<file path="src/rtl/phy_tx_lane_sched.sv">
// phy_tx_lane_sched: round-robin byte-slot scheduler for four TX lanes with COM training/idle fill.
// Optional SKP ordered-symbol insertion is enabled by defining PHY_TX_SKP_INSERT_EN.
module phy_tx_lane_sched #(
    parameter int unsigned SYNC_COUNT   = 4,
    parameter logic [7:0]  IDLE_SYM     = 8'hBC,
    parameter logic [7:0]  SKP_SYM      = 8'h1C,
    parameter int unsigned SKP_INTERVAL = 64
) (
    input  logic       clk4f,
    input  logic       reset,
    input  logic       in_rx_tx,
    input  logic [7:0] in0,
    input  logic [7:0] in1,
    input  logic [7:0] in2,
    input  logic [7:0] in3,
    input  logic [3:0] validmux41,
    output logic [3:0] grant,
    output logic [7:0] out_data,
    output logic       out_valid,
    output logic       out_k,
    output logic [1:0] out_lane,
    output logic [1:0] sched_state
);
    typedef enum logic [1:0] {S_IDLE = 2'd0, S_TRAIN = 2'd1, S_ACTIVE = 2'd2} state_t;

    state_t     r_state, w_state_nxt;
    logic [1:0] r_ptr, w_ptr_nxt, w_win, r_lane, w_lane_nxt;
    logic [7:0] r_cnt, w_cnt_nxt, r_data, w_data_nxt, w_lane_data;
    logic       r_valid, w_valid_nxt, r_k, w_k_nxt, w_found, w_skp, w_serve;

    // First valid lane at or after the pointer wins; loop runs downward so the lowest offset overrides.
    always_comb begin
        w_found = 1'b0;
        w_win   = r_ptr;
        for (int j = 3; j >= 0; j--) begin
            if (validmux41[r_ptr + 2'(j)]) begin
                w_found = 1'b1;
                w_win   = r_ptr + 2'(j);
            end
        end
    end

    assign w_lane_data = (w_win == 2'd0) ? in0 : (w_win == 2'd1) ? in1 : (w_win == 2'd2) ? in2 : in3;
    assign w_serve     = (r_state == S_ACTIVE) && in_rx_tx && !w_skp && w_found;
    assign grant       = w_serve ? (4'b0001 << w_win) : 4'd0;

`ifdef PHY_TX_SKP_INSERT_EN
    localparam int SW = $clog2(SKP_INTERVAL);
    logic [SW-1:0] r_slot;
    assign w_skp = (r_state == S_ACTIVE) && (r_slot == SW'(SKP_INTERVAL - 1));
    always_ff @(posedge clk4f or posedge reset) begin
        if (reset)
            r_slot <= '0;
        else if (r_state == S_ACTIVE && in_rx_tx)
            r_slot <= w_skp ? '0 : r_slot + 1'b1;
        else
            r_slot <= '0;
    end
`else
    // SKP_INTERVAL is always >= 2, so no slot is ever a SKP slot in this build.
    assign w_skp = (SKP_INTERVAL == 0);
`endif

    always_comb begin
        w_state_nxt = r_state;
        w_ptr_nxt   = r_ptr;
        w_cnt_nxt   = r_cnt;
        w_data_nxt  = IDLE_SYM;
        w_k_nxt     = 1'b1;
        w_valid_nxt = 1'b0;
        w_lane_nxt  = r_lane;
        if (!in_rx_tx) begin
            w_state_nxt = S_IDLE;
            w_ptr_nxt   = 2'd0;
        end else begin
            case (r_state)
                S_IDLE: begin
                    w_state_nxt = S_TRAIN;
                    w_cnt_nxt   = 8'd0;
                end
                S_TRAIN: begin
                    w_valid_nxt = 1'b1;
                    w_cnt_nxt   = r_cnt + 8'd1;
                    w_state_nxt = (r_cnt == 8'(SYNC_COUNT - 1)) ? S_ACTIVE : S_TRAIN;
                end
                S_ACTIVE: begin
                    w_valid_nxt = 1'b1;
                    w_data_nxt  = w_skp ? SKP_SYM : w_serve ? w_lane_data : IDLE_SYM;
                    w_k_nxt     = !w_serve;
                    w_lane_nxt  = w_serve ? w_win : r_lane;
                    w_ptr_nxt   = w_serve ? w_win + 2'd1 : r_ptr;
                end
                default: w_state_nxt = S_IDLE;
            endcase
        end
    end

    always_ff @(posedge clk4f or posedge reset) begin
        if (reset) begin
            r_state <= S_IDLE;
            r_ptr   <= 2'd0;
            r_cnt   <= 8'd0;
            r_data  <= IDLE_SYM;
            r_valid <= 1'b0;
            r_k     <= 1'b1;
            r_lane  <= 2'd0;
        end else begin
            r_state <= w_state_nxt;
            r_ptr   <= w_ptr_nxt;
            r_cnt   <= w_cnt_nxt;
            r_data  <= w_data_nxt;
            r_valid <= w_valid_nxt;
            r_k     <= w_k_nxt;
            r_lane  <= w_lane_nxt;
        end
    end

    assign out_data    = r_data;
    assign out_valid   = r_valid;
    assign out_k       = r_k;
    assign out_lane    = r_lane;
    assign sched_state = r_state;
endmodule

</file>
<file path="config.mk">
export PLATFORM = sky130hd
export DESIGN_NAME = phy_tx_lane_sched
export DESIGN_NICKNAME = d
export VERILOG_FILES = /design/src/rtl/phy_tx_lane_sched.sv
export SDC_FILE = /design/constraint.sdc
export NUM_CORES = 1
export LEC_CHECK = 0
export ABC_AREA = 1
export BUFFER_PORTS_ARGS = -buffer_cell sky130_fd_sc_hd__buf_2
export CAP_MARGIN = 0
export CORE_MARGIN = 1.5
export CORE_UTILIZATION = 55
export CTS_BUF_LIST = sky130_fd_sc_hd__clkbuf_2 sky130_fd_sc_hd__clkbuf_4 sky130_fd_sc_hd__clkbuf_8
export CTS_CLUSTER_DIAMETER = 60
export CTS_CLUSTER_SIZE = 25
export DETAILED_ROUTE_END_ITERATION = 8
export PLACE_DENSITY = 0.87
export SETUP_SLACK_MARGIN = 0.02
export SLEW_MARGIN = 20
export SYNTH_ARGS = -nofsm -noshare
export SYNTH_HDL_FRONTEND = slang
export SYNTH_SLANG_ARGS = --single-unit
</file>
<file path="constraint.sdc">
create_clock -name clk4f -period 6.3 [get_ports clk4f]
set_input_delay 0.63 -clock clk4f [delete_from_list [all_inputs] [get_ports clk4f]]
set_output_delay 0.63 -clock clk4f [all_outputs]
set_load 0.005 [all_outputs]
</file>
==> results.json <==
{
  "avgViaCountPerCell": 5.15,
  "slew_headroom_pct": 42.3,
  "grt_antenna_before_repair": 0,
  "die_area_um2": 3230,
  "drt_iter0_markers": 47,
  "die_h_um": 56.8,
  "netSwitchingPower_w": 0.000109,
  "postSynthCellCount": 218,
  "ctsResizeCount": 0,
  "pre_cts_ws_ns": 3.16,
  "netlist_area_um2": 1590,
  "h-tree-depth": 1,
  "gp_routability_congestion": 0.931,
  "power_switching_share_pct": 32.0,
  "dp_hpwl_mm": 2.51,
  "postRouteAntennaNets": 0,
  "p_leak_nw": 1.03,
  "cp.arrival_ns": 2.80,
  "postCtsHoldBufs": 0,
  "startpoint": "r_ptr[0]",
  "ys_ff_latch": 24,
  "pwr-share-comb_pct": 27.2,
  "irDropWorstVdd_v": 0.000154,
  "crit_type": "flip-flop to primary output",
  "holdCritPathClass": "input port to async pin",
  "setup_viol": 0,
  "drc": 0,
  "finalHoldViolCount": 0,
  "ys_warn_count": 0,
  "status": "completed",
  "grt_pass1_wl_mm": 5.64,
  "first_pass_iters": 4,
  "tightest_slew_ns": 0.864,
  "grt_max_degree": 25,
  "setup_ws_ns": 2.87,
  "power_density_nw_per_um2": 180,
  "final_layout_size_suffix_gt1_share_pct": 29.0,
  "final_util_pct": 68.9,
  "end_kind": "primary output",
  "layout_min_cycle_time_ns": 3.43,
  "cts.sinks": 24,
  "wire_per_inst_um": 10.2,
  "cts_buffers": 3,
  "fmaxAchievable_ghz": 0.292,
  "reg2reg_setup_slack_ns": 3.58,
  "reg2reg_depth": 16,
  "core_area_um2": 2760,
  "crit_end": "grant[2]",
  "synth_seq_area_share_pct": 38.2,
  "vias": 1559,
  "post-cts-setup-buffers": 0,
  "multi_input_area_um2": 831,
  "finalWirelength_mm": 3.10,
  "num_io_pins": 57,
  "grt.overflow.total": 0,
  "cts_tree": "done",
  "nets": 320,
  "maxSlewViolCount": 0,
  "tns_ns": 0,
  "fillers": 246,
  "r2r-start": "r_ptr[0]",
  "start_util_pct": 57.8,
  "r2r_end": "out_data[0]",
  "ys_types": 26,
  "min_period_over_period_pct": 54.4,
  "cap_violations": 0,
  "syn_avg_cell_area_um2": 7.31,
  "worstPathMaxFanout": 11,
  "globalRouteTotalUtil_pct": 21.6,
  "port_buffers": 56,
  "area_growth_syn_to_layout_pct": 19.3,
  "cts-root-buf": "clkbuf_4",
  "grt_setup_unrepaired": "no",
  "die_w_um": 56.8,
  "rows": 19,
  "p_int_w": 0.000233,
  "diodes": 0,
  "fin_skew_ns": 0.0101,
  "clock_latency_ns": 0.31,
  "clock_path_buffers": 2,
  "clk_pin_slew_ns": 0.13,
  "p_clk_share_pct": 21.5,
  "synthesis.nets": 265,
  "cp-start-kind": "flip-flop",
  "required_ns": 5.67,
  "power_frac_seq_pct": 51.3,
  "seq_area_um2": 608,
  "first_global_vias": 1360
}
logic make-up after synthesis:
family          after synthesis  synth area share [%]
compound gates               31                  12.5
fa+ha+maj                     8                  6.28
buf+inv                      36                  9.66
flops                        24                  38.2
simple gates                119                  33.4
cell usage in the layout, fill, tap and decap left out, types with 7 or more instances in the layout:
cell,n
dfrtp_1,18
o211ai_1,8
a21oi_1,7
buf_2,56
ha_1,8
nor2_1,15
inv_1,27
o21ai_0,11
nand3_1,20
nand2_1,68
registers in the layout, indices dropped and copies added (netlist names):
name,count
r_ptr,2
r_cnt,8
out_k,1
out_data,8
out_lane,2
sched_state,2
out_valid,1
power groups by stage:
stage | clock [W] | combinational (W) | sequential (W)
floorplan | 0 | 0.0000655 | 0.000178
detailed placement | 0 | 0.0000935 | 0.000179
finish | 0.0000736 | 0.0000931 | 0.000176
global placement | 0 | 0.0000913 | 0.000179
global route | 0.0000817 | 0.000109 | 0.000178
CTS | 0.0000754 | 0.0000935 | 0.000176
routing by layer:
layer  share of wire, %  track usage, %  routed length [um]
met1                 46            29.1                1420
met2                 47            35.5                1450
met3                6.1            3.92                 189
met4                1.2            6.64                  38
met5                  0               0                   0
through the flow:
stage	std cells	hold slack, ns	instance area, um2	power, W
detailed placement	299	0.477	1870	0.000273
global route	303	0.535	1900	0.000369
finish	303	0.470	1900	0.000343
CTS	303	0.501	1900	0.000345
global placement	299	0.467	1870	0.000270
floorplan	218	0.469	1590	0.000243
Yosys cell counts:
cell / n / share of area [%]
clkbuf_1: 3 / 0.71
nand3_1: 20 / 6.3
nor3_2: 1 / 0.63
buf_8: 1 / 0.94
buf_4: 2 / 0.94
nand2_1: 68 / 16
inv_1: 27 / 6.4
ha_1: 8 / 6.3
a221oi_1: 1 / 0.55
inv_2: 1 / 0.24
a21oi_4: 1 / 1.0
o21ai_0: 11 / 3.5
nand3_4: 1 / 1.1
nor3_1: 4 / 1.3
a21oi_1: 7 / 2.2
nand2_2: 6 / 2.4
o211ai_1: 8 / 3.8
nor2_1: 15 / 3.5
o21bai_1: 1 / 0.47
nor2_4: 2 / 1.4
dfrtp_1: 18 / 28
clkinv_1: 2 / 0.47
o21a_1: 1 / 0.47
nand4_1: 2 / 0.79
dfstp_2: 6 / 9.9
o21ai_2: 1 / 0.55
worst min-delay path by stage:
stage,start,end,cells after the start
4_1_cts,reset,r_cnt[1],2
3_3_place_gp,out_lane[0],out_lane[0],2
3_5_place_dp,out_lane[0],out_lane[0],2
5_1_grt,reset,sched_state[1],2
2_1_floorplan,r_cnt[0],r_cnt[0],1
6_report,reset,sched_state[1],2
cell type report:
type	count	area share, %
well taps	31	2.04
clock buffers	4	1.58
multi-input cells	158	43.7
inverters	30	5.92
repair buffers	56	14.7
flip-flops and latches	24	32.0
critical path, cell delays in order (launching register included):
cell and delay [ns]:
dfrtp_1 0.58, inv_1 0.20, nand2_1 0.12, nand3_1 0.10
nand2_1 0.13, inv_1 0.05, nand2_1 0.05, nand2_1 0.06
nand3_1 0.08, nand2_1 0.13, inv_1 0.10, ha_1 0.33
clkinv_1 0.28, nor2_1 0.15, buf_2 0.12
Note: power is estimated with default switching activity, not from simulation.
